### src/rtl/ex_forward_hazard_unit_if.sv
// ID-stage to forwarding/hazard unit bundle.
// The ID stage drives the master side and the forwarding unit implements the slave side.
interface ex_forward_hazard_unit_if #(
    parameter int REG_ADDR_W = 5,
    parameter int CNT_W      = 16
);
    logic                  pipe_en;
    logic                  flush_id;
    logic                  id_valid;
    logic [REG_ADDR_W-1:0] id_rs;
    logic [REG_ADDR_W-1:0] id_rt;
    logic                  id_uses_rs;
    logic                  id_uses_rt;
    logic [REG_ADDR_W-1:0] id_rd;
    logic                  id_reg_write;
    logic                  id_mem_read;
    logic [1:0]            ForwardA;
    logic [1:0]            ForwardB;
    logic                  stall_if_id;
    logic                  bubble_id_ex;
    logic [CNT_W-1:0]      stall_count;

    modport master (
        output pipe_en, flush_id, id_valid, id_rs, id_rt,
        output id_uses_rs, id_uses_rt, id_rd, id_reg_write, id_mem_read,
        input  ForwardA, ForwardB, stall_if_id, bubble_id_ex, stall_count
    );

    modport slave (
        input  pipe_en, flush_id, id_valid, id_rs, id_rt,
        input  id_uses_rs, id_uses_rt, id_rd, id_reg_write, id_mem_read,
        output ForwardA, ForwardB, stall_if_id, bubble_id_ex, stall_count
    );
endinterface

### src/rtl/ex_forward_hazard_unit.sv
// EX-stage operand forwarding select generator with load-use stall control.
// Forward codes and stall counter are registered; stall/bubble are combinational.
module ex_forward_hazard_unit #(
    parameter int REG_ADDR_W = 5,
    parameter int CNT_W      = 16
) (
    input logic                    clk,
    input logic                    rst_n,
    ex_forward_hazard_unit_if.slave bus
);
    typedef enum logic {RUN, LU_STALL} state_t;

    state_t                state;
    logic                  ex_valid;
    logic [REG_ADDR_W-1:0] ex_rd;
    logic                  ex_reg_write;
    logic                  ex_mem_read;
    logic                  mem_valid;
    logic [REG_ADDR_W-1:0] mem_rd;
    logic                  mem_reg_write;
    logic [1:0]            fwd_a;
    logic [1:0]            fwd_b;
    logic [CNT_W-1:0]      count;

    logic       rs_ex, rt_ex, rs_mem, rt_mem;
    logic       hazard, stall, bubble;
    logic [1:0] next_a, next_b;

    function automatic logic [1:0] sel(input logic hit_ex, input logic hit_mem);
        if (hit_ex)       sel = 2'b10;
        else if (hit_mem) sel = 2'b01;
        else              sel = 2'b00;
    endfunction

    // Source-versus-slot matching, load-use hazard and next forward codes.
    always_comb begin
        rs_ex  = bus.id_uses_rs && (bus.id_rs != '0) && ex_valid
                 && ex_reg_write && (ex_rd == bus.id_rs);
        rt_ex  = bus.id_uses_rt && (bus.id_rt != '0) && ex_valid
                 && ex_reg_write && (ex_rd == bus.id_rt);
        rs_mem = bus.id_uses_rs && (bus.id_rs != '0) && mem_valid
                 && mem_reg_write && (mem_rd == bus.id_rs);
        rt_mem = bus.id_uses_rt && (bus.id_rt != '0) && mem_valid
                 && mem_reg_write && (mem_rd == bus.id_rt);
        hazard = bus.id_valid && ex_valid && ex_mem_read && (rs_ex || rt_ex);
        stall  = bus.pipe_en && !bus.flush_id && hazard && (state == RUN);
        bubble = bus.pipe_en && (bus.flush_id || stall);
        next_a = sel(rs_ex, rs_mem);
        next_b = sel(rt_ex, rt_mem);
    end

    // Shadow slots, forward codes, stall FSM and counter advance with the pipeline.
    always_ff @(posedge clk or negedge rst_n) begin
        if (!rst_n) begin
            state         <= RUN;
            ex_valid      <= 1'b0;
            ex_rd         <= '0;
            ex_reg_write  <= 1'b0;
            ex_mem_read   <= 1'b0;
            mem_valid     <= 1'b0;
            mem_rd        <= '0;
            mem_reg_write <= 1'b0;
            fwd_a         <= 2'b00;
            fwd_b         <= 2'b00;
            count         <= '0;
        end else if (bus.pipe_en) begin
            mem_valid     <= ex_valid;
            mem_rd        <= ex_rd;
            mem_reg_write <= ex_reg_write;
            if (bubble) begin
                ex_valid <= 1'b0;
                fwd_a    <= 2'b00;
                fwd_b    <= 2'b00;
            end else begin
                ex_valid     <= bus.id_valid;
                ex_rd        <= bus.id_rd;
                ex_reg_write <= bus.id_reg_write;
                ex_mem_read  <= bus.id_mem_read;
                fwd_a        <= next_a;
                fwd_b        <= next_b;
            end
            // The load reaches MEM during the stall, so one cycle always suffices.
            unique case (state)
                RUN:      state <= stall ? LU_STALL : RUN;
                LU_STALL: state <= RUN;
                default:  state <= RUN;
            endcase
            if (stall && (count != '1))
                count <= count + 1'b1;
        end
    end

    assign bus.ForwardA     = fwd_a;
    assign bus.ForwardB     = fwd_b;
    assign bus.stall_if_id  = stall;
    assign bus.bubble_id_ex = bubble;
    assign bus.stall_count  = count;
endmodule

### src/flat_wrapper.sv
// flat-port wrapper written by rule: the top's interface ports become plain ports
module ex_forward_hazard_unit_flat 
#(
    parameter int REG_ADDR_W = 5,
    parameter int CNT_W      = 16
)
  (clk, rst_n, bus_pipe_en, bus_flush_id, bus_id_valid, bus_id_rs, bus_id_rt, bus_id_uses_rs, bus_id_uses_rt, bus_id_rd, bus_id_reg_write, bus_id_mem_read, bus_ForwardA, bus_ForwardB, bus_stall_if_id, bus_bubble_id_ex, bus_stall_count);
  ex_forward_hazard_unit_if #(.REG_ADDR_W(REG_ADDR_W), .CNT_W(CNT_W)) bus_i ();
  input logic clk;
  input logic rst_n;
  input wire logic [$bits(bus_i.pipe_en)-1:0] bus_pipe_en;
  input wire logic [$bits(bus_i.flush_id)-1:0] bus_flush_id;
  input wire logic [$bits(bus_i.id_valid)-1:0] bus_id_valid;
  input wire logic [$bits(bus_i.id_rs)-1:0] bus_id_rs;
  input wire logic [$bits(bus_i.id_rt)-1:0] bus_id_rt;
  input wire logic [$bits(bus_i.id_uses_rs)-1:0] bus_id_uses_rs;
  input wire logic [$bits(bus_i.id_uses_rt)-1:0] bus_id_uses_rt;
  input wire logic [$bits(bus_i.id_rd)-1:0] bus_id_rd;
  input wire logic [$bits(bus_i.id_reg_write)-1:0] bus_id_reg_write;
  input wire logic [$bits(bus_i.id_mem_read)-1:0] bus_id_mem_read;
  output wire logic [$bits(bus_i.ForwardA)-1:0] bus_ForwardA;
  output wire logic [$bits(bus_i.ForwardB)-1:0] bus_ForwardB;
  output wire logic [$bits(bus_i.stall_if_id)-1:0] bus_stall_if_id;
  output wire logic [$bits(bus_i.bubble_id_ex)-1:0] bus_bubble_id_ex;
  output wire logic [$bits(bus_i.stall_count)-1:0] bus_stall_count;
  assign bus_i.pipe_en = bus_pipe_en;
  assign bus_i.flush_id = bus_flush_id;
  assign bus_i.id_valid = bus_id_valid;
  assign bus_i.id_rs = bus_id_rs;
  assign bus_i.id_rt = bus_id_rt;
  assign bus_i.id_uses_rs = bus_id_uses_rs;
  assign bus_i.id_uses_rt = bus_id_uses_rt;
  assign bus_i.id_rd = bus_id_rd;
  assign bus_i.id_reg_write = bus_id_reg_write;
  assign bus_i.id_mem_read = bus_id_mem_read;
  assign bus_ForwardA = bus_i.ForwardA;
  assign bus_ForwardB = bus_i.ForwardB;
  assign bus_stall_if_id = bus_i.stall_if_id;
  assign bus_bubble_id_ex = bus_i.bubble_id_ex;
  assign bus_stall_count = bus_i.stall_count;
  ex_forward_hazard_unit #(.REG_ADDR_W(REG_ADDR_W), .CNT_W(CNT_W)) u_core (.clk(clk), .rst_n(rst_n), .bus(bus_i));
endmodule
### config.mk
export PLATFORM = sky130hd
export DESIGN_NAME = ex_forward_hazard_unit_flat
export DESIGN_NICKNAME = d
export VERILOG_FILES = /design/src/rtl/ex_forward_hazard_unit_if.sv /design/src/rtl/ex_forward_hazard_unit.sv /design/src/flat_wrapper.sv
export SDC_FILE = /design/constraint.sdc
export NUM_CORES = 1
export LEC_CHECK = 0
export CAP_MARGIN = 25
export CORE_MARGIN = 2
export CORE_UTILIZATION = 25
export CTS_CLUSTER_SIZE = 28
export DETAILED_ROUTE_END_ITERATION = 7
export GPL_TIMING_DRIVEN = 1
export SLEW_MARGIN = 10
export SYNTH_ARGS = -nofsm -noshare
export SYNTH_HDL_FRONTEND = slang
export SYNTH_SLANG_ARGS = --single-unit
### constraint.sdc
create_clock -name clk -period 3.2 [get_ports clk]
set_clock_uncertainty 0.2 [all_clocks]
set_input_delay 0.96 -clock clk [delete_from_list [all_inputs] [get_ports clk]]
set_output_delay 0.96 -clock clk [all_outputs]
set_load 0.05 [all_outputs]
## Yosys cells after proc, flatten, opt, wreduce, memory -nomap -nowiden

Index checks and enable logic that the tools add are counted.

- Register bits after elaboration: 36
- Logic and storage cells: 57

- $add $sub $neg: 1
- Eq/ne operators: 5
- Muxes and demuxes: 9
- Bitwise logic cells: 2
- Reductions and logical operators: 29

Operators by type and width:

| kind | number |
|---|---|
| logical AND 1 bit | 22 |
| == test 5 bit | 4 |
| adder 16 x 1 -> 16 bit, second input constant | 1 |
| != test 16 bit, second input constant | 1 |
| nonzero test 5 bit | 2 |
| 2-to-1 mux 2 bit | 4 |
| 2-to-1 mux 1 bit | 4 |
| AND reduction 2 bit | 2 |
| logical OR 1 bit | 2 |
| inverter 1 bit | 2 |
| case mux 1 bit (2 select lines) | 1 |
| logical NOT 1 bit | 1 |

## Logic depth before layout (Yosys ltp)

Gate-level depths: netlist of run 1.

- Word-level depth: 13
- Mapped depth: 8

## Worst setup path before layout of run 1

Ideal clock, no wire load.

- Kind: input to output
- Start: in bus_id_rs[0]
- End: out bus_stall_if_id
- Arrival time: 2.489 ns
- Setup slack: -0.449 ns
- Stages: 5
- Cell sequence: xnor2_1 nand4_1 or3_4 a21o_4 nor2_1

- Cells in the longest elaborated chain, start to end: 9
- Elaborated cells on any way between the ends: 10
- Those cells by class: eq/ne (1); reduce/logical (9)

RTL lines:

| what | line | text |
|---|---|---|
| from (decl) | flat_wrapper.sv:14 | `input wire logic [$bits(bus_i.id_rs)-1:0] bus_id_rs;` |
| nonzero test 5 bit | ex_forward_hazard_unit.sv:37 | `rs_ex = bus.id_uses_rs && (bus.id_rs != '0) && ex_valid` |
| logical AND 1 bit (2 in series) | ex_forward_hazard_unit.sv:37 |  |
| logical AND 1 bit | ex_forward_hazard_unit.sv:38 | `&& ex_reg_write && (ex_rd == bus.id_rs);` |
| logical AND 1 bit * | ex_forward_hazard_unit.sv:38 |  |
| logical OR 1 bit * | ex_forward_hazard_unit.sv:45 | `hazard = bus.id_valid && ex_valid && ex_mem_read && (rs_ex \|\| rt_ex);` |
| logical AND 1 bit * | ex_forward_hazard_unit.sv:45 |  |
| logical AND 1 bit * (2 in series) | ex_forward_hazard_unit.sv:46 | `stall = bus.pipe_en && !bus.flush_id && hazard && (state == RUN);` |
| to (decl) | flat_wrapper.sv:23 | `output wire logic [$bits(bus_i.stall_if_id)-1:0] bus_stall_if_id;` |

Mark *: on every way between the ends. The rest lies on a longest branch, timed or not.

## Final worst setup path of run 1

- Start: in bus_id_rs[2]
- End: out bus_bubble_id_ex

- Cells in the longest elaborated chain, start to end: 11
- Elaborated cells on any way between the ends: 12
- Those cells by class: eq/ne (1); reduce/logical (11)

RTL lines:

| what | line | text |
|---|---|---|
| nonzero test 5 bit | ex_forward_hazard_unit.sv:37 |  |
| logical AND 1 bit (2 in series) | ex_forward_hazard_unit.sv:37 |  |
| logical AND 1 bit | ex_forward_hazard_unit.sv:38 |  |
| logical AND 1 bit * | ex_forward_hazard_unit.sv:38 |  |
| logical OR 1 bit * | ex_forward_hazard_unit.sv:45 |  |
| logical AND 1 bit * | ex_forward_hazard_unit.sv:45 |  |
| logical AND 1 bit * (2 in series) | ex_forward_hazard_unit.sv:46 |  |
| logical OR 1 bit * | ex_forward_hazard_unit.sv:47 | `bubble = bus.pipe_en && (bus.flush_id \|\| stall);` |
| logical AND 1 bit * | ex_forward_hazard_unit.sv:47 |  |
| to (decl) | flat_wrapper.sv:24 | `output wire logic [$bits(bus_i.bubble_id_ex)-1:0] bus_bubble_id_ex;` |

Marks and branches as above.

==> run_summary.xml, run 1 <==
<?xml version="1.0" encoding="UTF-8"?>
<metrics>
  <group name="hold_path">
    <metric name="min-delay-start" unit="">u_core.bus.stall_count[13]</metric>
    <metric name="holdPathEnd" unit="">u_core.bus.stall_count[13]</metric>
    <metric name="holdCritPathClass" unit="">flip-flop to flip-flop</metric>
    <metric name="hold-path-cell-count" unit="">1</metric>
  </group>
  <group name="synth">
    <metric name="synthesis.nets" unit="">185</metric>
    <metric name="netlist_instances" unit="">160</metric>
    <metric name="synth.lib_cells_used.distinct" unit="">28</metric>
    <metric name="yosys_register_bits" unit="">36</metric>
    <metric name="ys_seq_area_share" unit="%">49.3</metric>
    <metric name="avgSynthCellArea" unit="µm²">11.4</metric>
    <metric name="ys_warn_count" unit="">0</metric>
    <metric name="syn-cell-area" unit="µm²">1830</metric>
  </group>
  <group name="routing">
    <metric name="drt_total_wl" unit="µm">4250</metric>
    <metric name="avgRoutedWirePerCell" unit="µm">12.7</metric>
    <metric name="num_vias" unit="">1452</metric>
    <metric name="drt_pass1_iterations" unit="">4</metric>
    <metric name="drcViolationCount" unit="">0</metric>
    <metric name="post_route_ant_nets" unit="">0</metric>
    <metric name="drt_first_iter_violations" unit="">49</metric>
    <metric name="via_per_inst" unit="">4.35</metric>
  </group>
  <group name="setup_path">
    <metric name="signal_arrival_time_at_the_worst_endpoint" unit="ps">2290</metric>
    <metric name="reg2reg_depth" unit="">7</metric>
    <metric name="end_kind" unit="">output pin</metric>
    <metric name="crit_slowest_cell" unit="">sky130_fd_sc_hd__or4_4</metric>
    <metric name="setup.worst_path.start_class" unit="">input port</metric>
    <metric name="timing.reg2reg.setup_slack" unit="ps">660</metric>
    <metric name="cp_cell_sequence" unit="">buf_6 &gt; or4_4 &gt; o21ai_4 &gt; or3_4 &gt; a21oi_4 &gt; o21a_4 &gt; buf_8</metric>
    <metric name="path_delay_family" unit="">simple AND/OR/NAND/NOR gates</metric>
    <metric name="peak_per_stage_delay_on_the_critical_path" unit="ps">530</metric>
    <metric name="startpoint_of_the_worst_slack_reg_to_reg_timing_path" unit="">u_core.ex_rd[0]</metric>
    <metric name="worst-endpoint-required" unit="ps">2040</metric>
    <metric name="critical_path_peak_fanout" unit="">3</metric>
    <metric name="worst-path-buf-inv" unit="">2</metric>
    <metric name="critPathKind" unit="">input port to output pin</metric>
    <metric name="r2r_endpoint" unit="">u_core.bus.stall_count[12]</metric>
  </group>
  <group name="clock_network">
    <metric name="cts.sink_count" unit="">36</metric>
    <metric name="worst_skew_pair.late_latency" unit="ps">280</metric>
    <metric name="cts-buffers-inserted" unit="">5</metric>
    <metric name="clk_root_buffer_cell" unit="">sky130_fd_sc_hd__clkbuf_8</metric>
    <metric name="tritoncts" unit="">yes</metric>
    <metric name="clk_path_buf_depth" unit="">2</metric>
    <metric name="ctsHtreeMaxLevel" unit="">2</metric>
    <metric name="clk_pin_slew_worst_paths" unit="ps">70</metric>
  </group>
  <group name="place">
    <metric name="postPlaceCellArea" unit="µm²">2600</metric>
    <metric name="post_placement_cell_count" unit="">323</metric>
    <metric name="dpl.hpwl" unit="µm">3270</metric>
    <metric name="place.gp.congestion" unit="">0.735</metric>
    <metric name="io_buffer_count" unit="">45</metric>
  </group>
  <group name="floorplanning">
    <metric name="die-area" unit="µm²">8010</metric>
    <metric name="floorplan.rows" unit="">31</metric>
    <metric name="die-height" unit="µm">89.5</metric>
    <metric name="floorplan.initialDensity" unit="%">25.5</metric>
    <metric name="core_area" unit="µm²">7180</metric>
    <metric name="ioPinCount" unit="">46</metric>
    <metric name="fp.dieW" unit="µm">89.5</metric>
  </group>
  <group name="sta">
    <metric name="min_period_over_period" unit="%">108</metric>
    <metric name="setup_ws" unit="ps">-250</metric>
    <metric name="max_slew_margin" unit="%">66.4</metric>
    <metric name="rsz_0062_raised_after_global_routing" unit="">yes</metric>
    <metric name="clock_period_minus_worst_slack" unit="ps">3450</metric>
    <metric name="hold-worst-slack" unit="ps">296</metric>
    <metric name="timing_hold_violations_final" unit="">0</metric>
    <metric name="max_freq" unit="MHz">290</metric>
    <metric name="report.final.setup_viol" unit="">2</metric>
    <metric name="maxSlewViolCount" unit="">0</metric>
    <metric name="worstMarginPinSlew" unit="ps">502</metric>
    <metric name="setup-tns-final" unit="ps">-491</metric>
  </group>
  <group name="grt">
    <metric name="first_global_vias" unit="">1463</metric>
    <metric name="first_pass_grt_wire_length" unit="µm">7040</metric>
    <metric name="antenna_found_initial" unit="">0</metric>
    <metric name="maximum_number_of_pins_on_one_net_before_global_route_repair" unit="">37</metric>
    <metric name="grt_use_total" unit="%">11.6</metric>
    <metric name="global_route.overflow_total" unit="">0</metric>
  </group>
  <group name="finish">
    <metric name="most-common-layout-cells" unit="">36 x sky130_fd_sc_hd__dfrtp_1, 31 x sky130_fd_sc_hd__clkdlybuf4s50_1, 22 x sky130_fd_sc_hd__xnor2_1</metric>
    <metric name="register_area" unit="µm²">901</metric>
    <metric name="layoutNonFillerInstCount" unit="">334</metric>
    <metric name="finalNetCount" unit="">260</metric>
    <metric name="antennaDiodeCount" unit="">0</metric>
    <metric name="area_of_the_multi_input_gates" unit="µm²">991</metric>
    <metric name="layout.cells.most_common" unit="">sky130_fd_sc_hd__dfrtp_1</metric>
    <metric name="area.growth.synth_to_final" unit="%">52.6</metric>
    <metric name="fraction_of_layout_instances_using_a_drive_strength_above_1" unit="%">33.2</metric>
    <metric name="nFillCells" unit="">700</metric>
    <metric name="postLayoutCellArea" unit="µm²">2790</metric>
  </group>
  <group name="flow_run">
    <metric name="drv.max_cap_violation_count" unit="">0</metric>
  </group>
  <group name="run_status">
    <metric name="run_status" unit="">complete, but fails checks</metric>
    <metric name="violations" unit="">negative setup slack</metric>
  </group>
  <group name="power_and_ir_drop">
    <metric name="finalPower" unit="mW">1.01</metric>
    <metric name="vdd_drop_max" unit="V">0.000144</metric>
    <metric name="power_per_cell_area" unit="nW/µm²">363</metric>
    <metric name="leakage" unit="nW">1.14</metric>
  </group>
</metrics>
-- area by class of cell --
cell class	instances	share of cell area (%)
inverters	6	0.808
flip-flops and latches	36	32.3
clock inverters	2	0.449
multi-input cells	115	35.5
clock buffers	5	2.47
repair buffers	71	24.0
well taps	99	4.44
-- worst max path at each step --
stage / end / slack (ps) / cells past startpoint / from
2_1_floorplan: bus_bubble_id_ex / -120 / 5 / bus_id_rs[1]
3_3_place_gp: bus_bubble_id_ex / -670 / 7 / bus_id_rt[0]
3_5_place_dp: bus_bubble_id_ex / -680 / 7 / bus_id_rt[0]
4_1_cts: bus_stall_if_id / -270 / 8 / bus_id_rt[0]
5_1_grt: bus_stall_if_id / -280 / 8 / bus_id_rs[2]
6_report: bus_bubble_id_ex / -250 / 7 / bus_id_rs[2]
-- stage by stage --
stage	worst slack, ps	utilization, %
3_5_place_dp	-677	36.3
2_1_floorplan	-116	-
3_3_place_gp	-666	36.3
4_1_cts	-273	38.7
5_1_grt	-284	38.9
6_report	-250	38.9
-- per-layer routing --
metal  share of wire (%)  track usage (%)  routed length [µm]  up-vias
li1                    -                -                   -      717
met1                  45             15.7                1900      704
met2                  51             18.4                2150       25
met3                 2.9             2.22                 124        6
met4                 1.6             4.61                  70        0
met5                   0                0                   0        -
-- logic make-up (layout without fill, tap and decap cells) --
family	count (synthesis)	in the layout	share of synthesized area (%)
buffers and inverters	9	84	2.05
AO/OA/AOI/OAI	13	13	5.75
XOR/XNOR	34	34	16.3
AND/OR/NAND/NOR	52	52	16.5
flip-flops	36	36	49.3
multiplexers	15	15	9.45
adder cells (fa/ha/maj)	1	1	0.684
-- power breakdown --
group	internal, mW	switching (mW)	leakage [nW]
Combinational	0.114	0.0690	0.625
Clock	0.147	0.158	0.0400
Sequential	0.485	0.0407	0.473
-- synth_stat cells --
master,count,area [µm²]
sky130_fd_sc_hd__nor4_1,2,12.5
sky130_fd_sc_hd__and3_1,2,12.5
sky130_fd_sc_hd__nand2b_1,2,12.5
sky130_fd_sc_hd__xnor2_1,28,245
sky130_fd_sc_hd__a21oi_1,1,5.00
sky130_fd_sc_hd__mux2_4,1,15.0
sky130_fd_sc_hd__o21a_1,1,7.51
sky130_fd_sc_hd__or3_4,3,33.8
sky130_fd_sc_hd__nor2b_1,2,12.5
sky130_fd_sc_hd__a41o_1,1,10.0
sky130_fd_sc_hd__clkbuf_1,2,7.51
sky130_fd_sc_hd__nand4_1,8,50.1
sky130_fd_sc_hd__xor2_1,6,52.6
sky130_fd_sc_hd__and4_1,3,26.3
sky130_fd_sc_hd__a211oi_4,1,20.0
sky130_fd_sc_hd__mux2_2,14,158
sky130_fd_sc_hd__inv_1,6,22.5
sky130_fd_sc_hd__nand2_1,11,41.3
sky130_fd_sc_hd__nand3_1,14,70.1
sky130_fd_sc_hd__or4_1,2,15.0
sky130_fd_sc_hd__nor2_1,2,7.51
sky130_fd_sc_hd__dfrtp_1,36,901
sky130_fd_sc_hd__buf_4,1,7.51
sky130_fd_sc_hd__a21o_4,1,15.0
sky130_fd_sc_hd__nor3b_1,1,7.51
sky130_fd_sc_hd__ha_1,1,12.5
sky130_fd_sc_hd__o21ai_1,2,10.0
sky130_fd_sc_hd__o22ai_1,6,37.5
-- what timing repair did --
action | CTS | global route
hold buffers | 0 | 0
endpoints found under the setup margin | 3 | 2
pin swaps | 17 | 6
resized for setup | 63 | 2
gates cloned | 0 | 0
buffers inserted | 4 | 0
-- flip-flops by register name, summed over array words and instances, names as in the netlist --
register / count
u_core.mem_rd: 5
u_core.ex_valid: 1
u_core.bus.ForwardB: 2
u_core.mem_valid: 1
u_core.state: 1
u_core.ex_rd: 5
u_core.ex_mem_read: 1
u_core.bus.ForwardA: 2
u_core.ex_reg_write: 1
u_core.bus.stall_count: 16
u_core.mem_reg_write: 1
(Power assumes the default switching activity.)
==> inputs of run 2 (changes only) <==
--- a/config.mk
+++ b/config.mk
@@ -5,12 +5,14 @@
 export SDC_FILE = /design/constraint.sdc
 export NUM_CORES = 1
 export LEC_CHECK = 0
+export ABC_AREA = 1
 export CAP_MARGIN = 25
 export CORE_MARGIN = 2
 export CORE_UTILIZATION = 25
 export CTS_CLUSTER_SIZE = 28
 export DETAILED_ROUTE_END_ITERATION = 7
 export GPL_TIMING_DRIVEN = 1
+export SKIP_LAST_GASP = 1
 export SLEW_MARGIN = 10
 export SYNTH_ARGS = -nofsm -noshare
 export SYNTH_HDL_FRONTEND = slang
==> run_summary.xml, run 2 <==
<?xml version="1.0" encoding="UTF-8"?>
<metrics>
  <group name="clock_network">
    <metric name="clk_path_buf_depth" unit="">2</metric>
    <metric name="worst_skew_pair.late_latency" unit="ps">290</metric>
    <metric name="clk_root_buffer_cell" unit="">sky130_fd_sc_hd__clkbuf_8</metric>
    <metric name="clk_pin_slew_worst_paths" unit="ps">70</metric>
    <metric name="tritoncts" unit="">yes</metric>
    <metric name="ctsHtreeMaxLevel" unit="">2</metric>
    <metric name="cts-buffers-inserted" unit="">5</metric>
    <metric name="cts.sink_count" unit="">36</metric>
  </group>
  <group name="finish">
    <metric name="antennaDiodeCount" unit="">0</metric>
    <metric name="layout.cells.most_common" unit="">sky130_fd_sc_hd__nand2_1</metric>
    <metric name="largest_register_ffs" unit="">16</metric>
    <metric name="finalNetCount" unit="">387</metric>
    <metric name="most-common-layout-cells" unit="">77 x sky130_fd_sc_hd__nand2_1, 41 x sky130_fd_sc_hd__inv_1, 36 x sky130_fd_sc_hd__dfrtp_1</metric>
    <metric name="fraction_of_layout_instances_using_a_drive_strength_above_1" unit="%">25.4</metric>
    <metric name="area.growth.synth_to_final" unit="%">45.4</metric>
  </group>
  <group name="synth">
    <metric name="ys_seq_area_share" unit="%">42.2</metric>
    <metric name="synth_top_cells_by_count" unit="">85 x sky130_fd_sc_hd__nand2_1, 48 x sky130_fd_sc_hd__inv_1, 40 x sky130_fd_sc_hd__nor2_1, 36 x sky130_fd_sc_hd__dfrtp_1, 16 x sky130_fd_sc_hd__nand3_1</metric>
    <metric name="netlist_instances" unit="">292</metric>
    <metric name="post_synth_main_area_contributors" unit="">sky130_fd_sc_hd__dfrtp_1 42%, sky130_fd_sc_hd__nand2_1 15%, sky130_fd_sc_hd__inv_1 8.4%</metric>
    <metric name="yosys_register_bits" unit="">36</metric>
    <metric name="ys_warn_count" unit="">0</metric>
    <metric name="synth.lib_cells_used.distinct" unit="">26</metric>
    <metric name="number_of_flops_mapped_to_enable_cells_by_yosys" unit="">0</metric>
    <metric name="syn-cell-area" unit="µm²">2140</metric>
    <metric name="synthMostInstantiatedCell" unit="">sky130_fd_sc_hd__nand2_1</metric>
    <metric name="synthDominantCellAreaShare" unit="%">42.2</metric>
    <metric name="synthesis.nets" unit="">317</metric>
    <metric name="synth_area_leader_cell" unit="">sky130_fd_sc_hd__dfrtp_1</metric>
    <metric name="avgSynthCellArea" unit="µm²">7.31</metric>
    <metric name="synth_top_flop_cell" unit="">sky130_fd_sc_hd__dfrtp_1</metric>
    <metric name="async_flop_share" unit="%">100</metric>
  </group>
  <group name="sta">
    <metric name="report.final.setup_viol" unit="">0</metric>
    <metric name="hold-worst-slack" unit="ps">282</metric>
    <metric name="worstMarginPinSlew" unit="ps">510</metric>
    <metric name="min_period_over_period" unit="%">98.9</metric>
    <metric name="maxSlewViolCount" unit="">0</metric>
    <metric name="clock_period_minus_worst_slack" unit="ps">3160</metric>
    <metric name="timing_hold_violations_final" unit="">0</metric>
    <metric name="max_slew_margin" unit="%">65.9</metric>
    <metric name="rsz_0062_raised_after_global_routing" unit="">yes</metric>
    <metric name="max_freq" unit="MHz">316</metric>
  </group>
  <group name="place">
    <metric name="io_buffer_count" unit="">45</metric>
    <metric name="place.gp.congestion" unit="">0.933</metric>
    <metric name="dpl.hpwl" unit="µm">4080</metric>
  </group>
  <group name="routing">
    <metric name="drcViolationCount" unit="">0</metric>
    <metric name="via_per_inst" unit="">4.38</metric>
    <metric name="drt_first_iter_violations" unit="">60</metric>
    <metric name="avgRoutedWirePerCell" unit="µm">12.2</metric>
    <metric name="drt_pass1_iterations" unit="">4</metric>
    <metric name="num_vias" unit="">2045</metric>
    <metric name="post_route_ant_nets" unit="">0</metric>
    <metric name="drt_total_wl" unit="µm">5690</metric>
  </group>
  <group name="setup_path">
    <metric name="r2r_endpoint" unit="">u_core.bus.stall_count[2]</metric>
    <metric name="setup.worst_path.start_class" unit="">input port</metric>
    <metric name="reg2reg_depth" unit="">10</metric>
    <metric name="signal_arrival_time_at_the_worst_endpoint" unit="ps">2000</metric>
    <metric name="timing.reg2reg.setup_slack" unit="ps">1010</metric>
    <metric name="end_kind" unit="">output pin</metric>
    <metric name="critPathKind" unit="">input port to output pin</metric>
    <metric name="critical_path_peak_fanout" unit="">4</metric>
    <metric name="worst-endpoint-required" unit="ps">2040</metric>
    <metric name="startpoint_of_the_worst_slack_reg_to_reg_timing_path" unit="">u_core.bus.stall_count[0]</metric>
  </group>
  <group name="grt">
    <metric name="first_global_vias" unit="">2035</metric>
    <metric name="antenna_found_initial" unit="">0</metric>
    <metric name="grt_use_total" unit="%">12.8</metric>
    <metric name="first_pass_grt_wire_length" unit="µm">9250</metric>
    <metric name="maximum_number_of_pins_on_one_net_before_global_route_repair" unit="">37</metric>
    <metric name="global_route.overflow_total" unit="">0</metric>
  </group>
  <group name="run_status">
    <metric name="run_status" unit="">finished clean</metric>
  </group>
  <group name="hold_path">
    <metric name="holdPathEnd" unit="">u_core.mem_reg_write</metric>
    <metric name="holdCritPathClass" unit="">flip-flop to flip-flop</metric>
    <metric name="hold-path-cell-count" unit="">2</metric>
    <metric name="min-delay-start" unit="">u_core.mem_reg_write</metric>
  </group>
  <group name="power_and_ir_drop">
    <metric name="power_per_cell_area" unit="nW/µm²">320</metric>
    <metric name="vdd_drop_max" unit="V">0.000118</metric>
    <metric name="leakage" unit="nW">1.51</metric>
    <metric name="finalPower" unit="mW">0.994</metric>
  </group>
  <group name="floorplanning">
    <metric name="die-area" unit="µm²">9300</metric>
    <metric name="die-height" unit="µm">96.4</metric>
    <metric name="ioPinCount" unit="">46</metric>
    <metric name="core_area" unit="µm²">8260</metric>
    <metric name="floorplan.initialDensity" unit="%">25.9</metric>
    <metric name="floorplan.rows" unit="">33</metric>
    <metric name="fp.dieW" unit="µm">96.4</metric>
  </group>
  <group name="flow_run">
    <metric name="drv.max_cap_violation_count" unit="">0</metric>
  </group>
</metrics>
-- run 2: metal layers --
layer	vias up	wire [µm]	part of all wire, %	GRT usage (%)
li1	1037	-	-	-
met4	0	83	1.5	4.23
met2	49	2670	47	21.3
met5	-	0	0	0
met3	9	330	5.8	3.10
met1	950	2600	46	16.4
-- run 2: cell type report --
class / instances / area (µm²)
fillers: 863 / 5150
multi-input cells: 203 / 1150
flip-flops and latches: 36 / 901
repair buffers: 67 / 646
inverters: 49 / 200
well taps: 105 / 131
clock buffers: 6 / 72.6
clock inverters: 1 / 5.00
-- run 2: worst max path at each step --
stage          slack [ps]         start                to
2_1_floorplan        -300   bus_pipe_en  bus_bubble_id_ex
3_3_place_gp         -480  bus_id_rt[4]  bus_bubble_id_ex
3_5_place_dp         -490  bus_id_rt[0]  bus_bubble_id_ex
4_1_cts               -40  bus_id_rt[4]  bus_bubble_id_ex
5_1_grt               -50  bus_id_rs[4]  bus_bubble_id_ex
6_report               40  bus_id_rs[3]   bus_stall_if_id
-- run 2: cells by family (layout without fill, tap and decap cells) --
logic type      count (synthesis)  in the layout  share of synthesized area [%]
flops                          36             36                           42.2
buf+inv                        53            123                           10.5
compound gates                 31             31                           8.32
xor+xnor                        9              9                           4.04
simple gates                  162            162                           34.4
fa+ha+maj                       1              1                          0.586
-- run 2: per-stage QoR --
stage	instances	cell area [µm²]	util [%]	TNS, ps	setup WS (ps)
3_3_place_gp	455	2840	34.4	-910	-484
6_report	467	3110	37.6	0	35.4
3_5_place_dp	455	2840	34.4	-916	-488
2_1_floorplan	292	2150	-	-296	-296
5_1_grt	467	3110	37.6	-95.8	-50.8
4_1_cts	467	2970	35.9	-51.1	-38.8
-- run 2: what timing repair did --
item                       in CTS  in global routing
gates resized for setup        75                 42
pin swaps                      19                 19
setup endpoints to repair       2                  2
hold buffers                    0                  0
buffers inserted                5                  0
-- run 2: critical path, stage by stage --
cell                         delay (ps)
sky130_fd_sc_hd__buf_6              110
sky130_fd_sc_hd__nor2_4             100
sky130_fd_sc_hd__nand3_2             80
sky130_fd_sc_hd__nand2_2             70
sky130_fd_sc_hd__inv_2               40
sky130_fd_sc_hd__nand3_2            100
sky130_fd_sc_hd__nand2_4             70
sky130_fd_sc_hd__nand2_4             70
sky130_fd_sc_hd__clkinvlp_4         100
sky130_fd_sc_hd__buf_4              160
sky130_fd_sc_hd__buf_12             140
-- run 2: report_power, final --
| part | switching (mW) | leakage [nW] | internal (mW) | total [mW] |
|---|---|---|---|---|
| registers | 0.0226 | 0.439 | 0.478 | 0.501 |
| clock network | 0.162 | 0.0410 | 0.148 | 0.310 |
| logic | 0.0997 | 1.03 | 0.0826 | 0.182 |
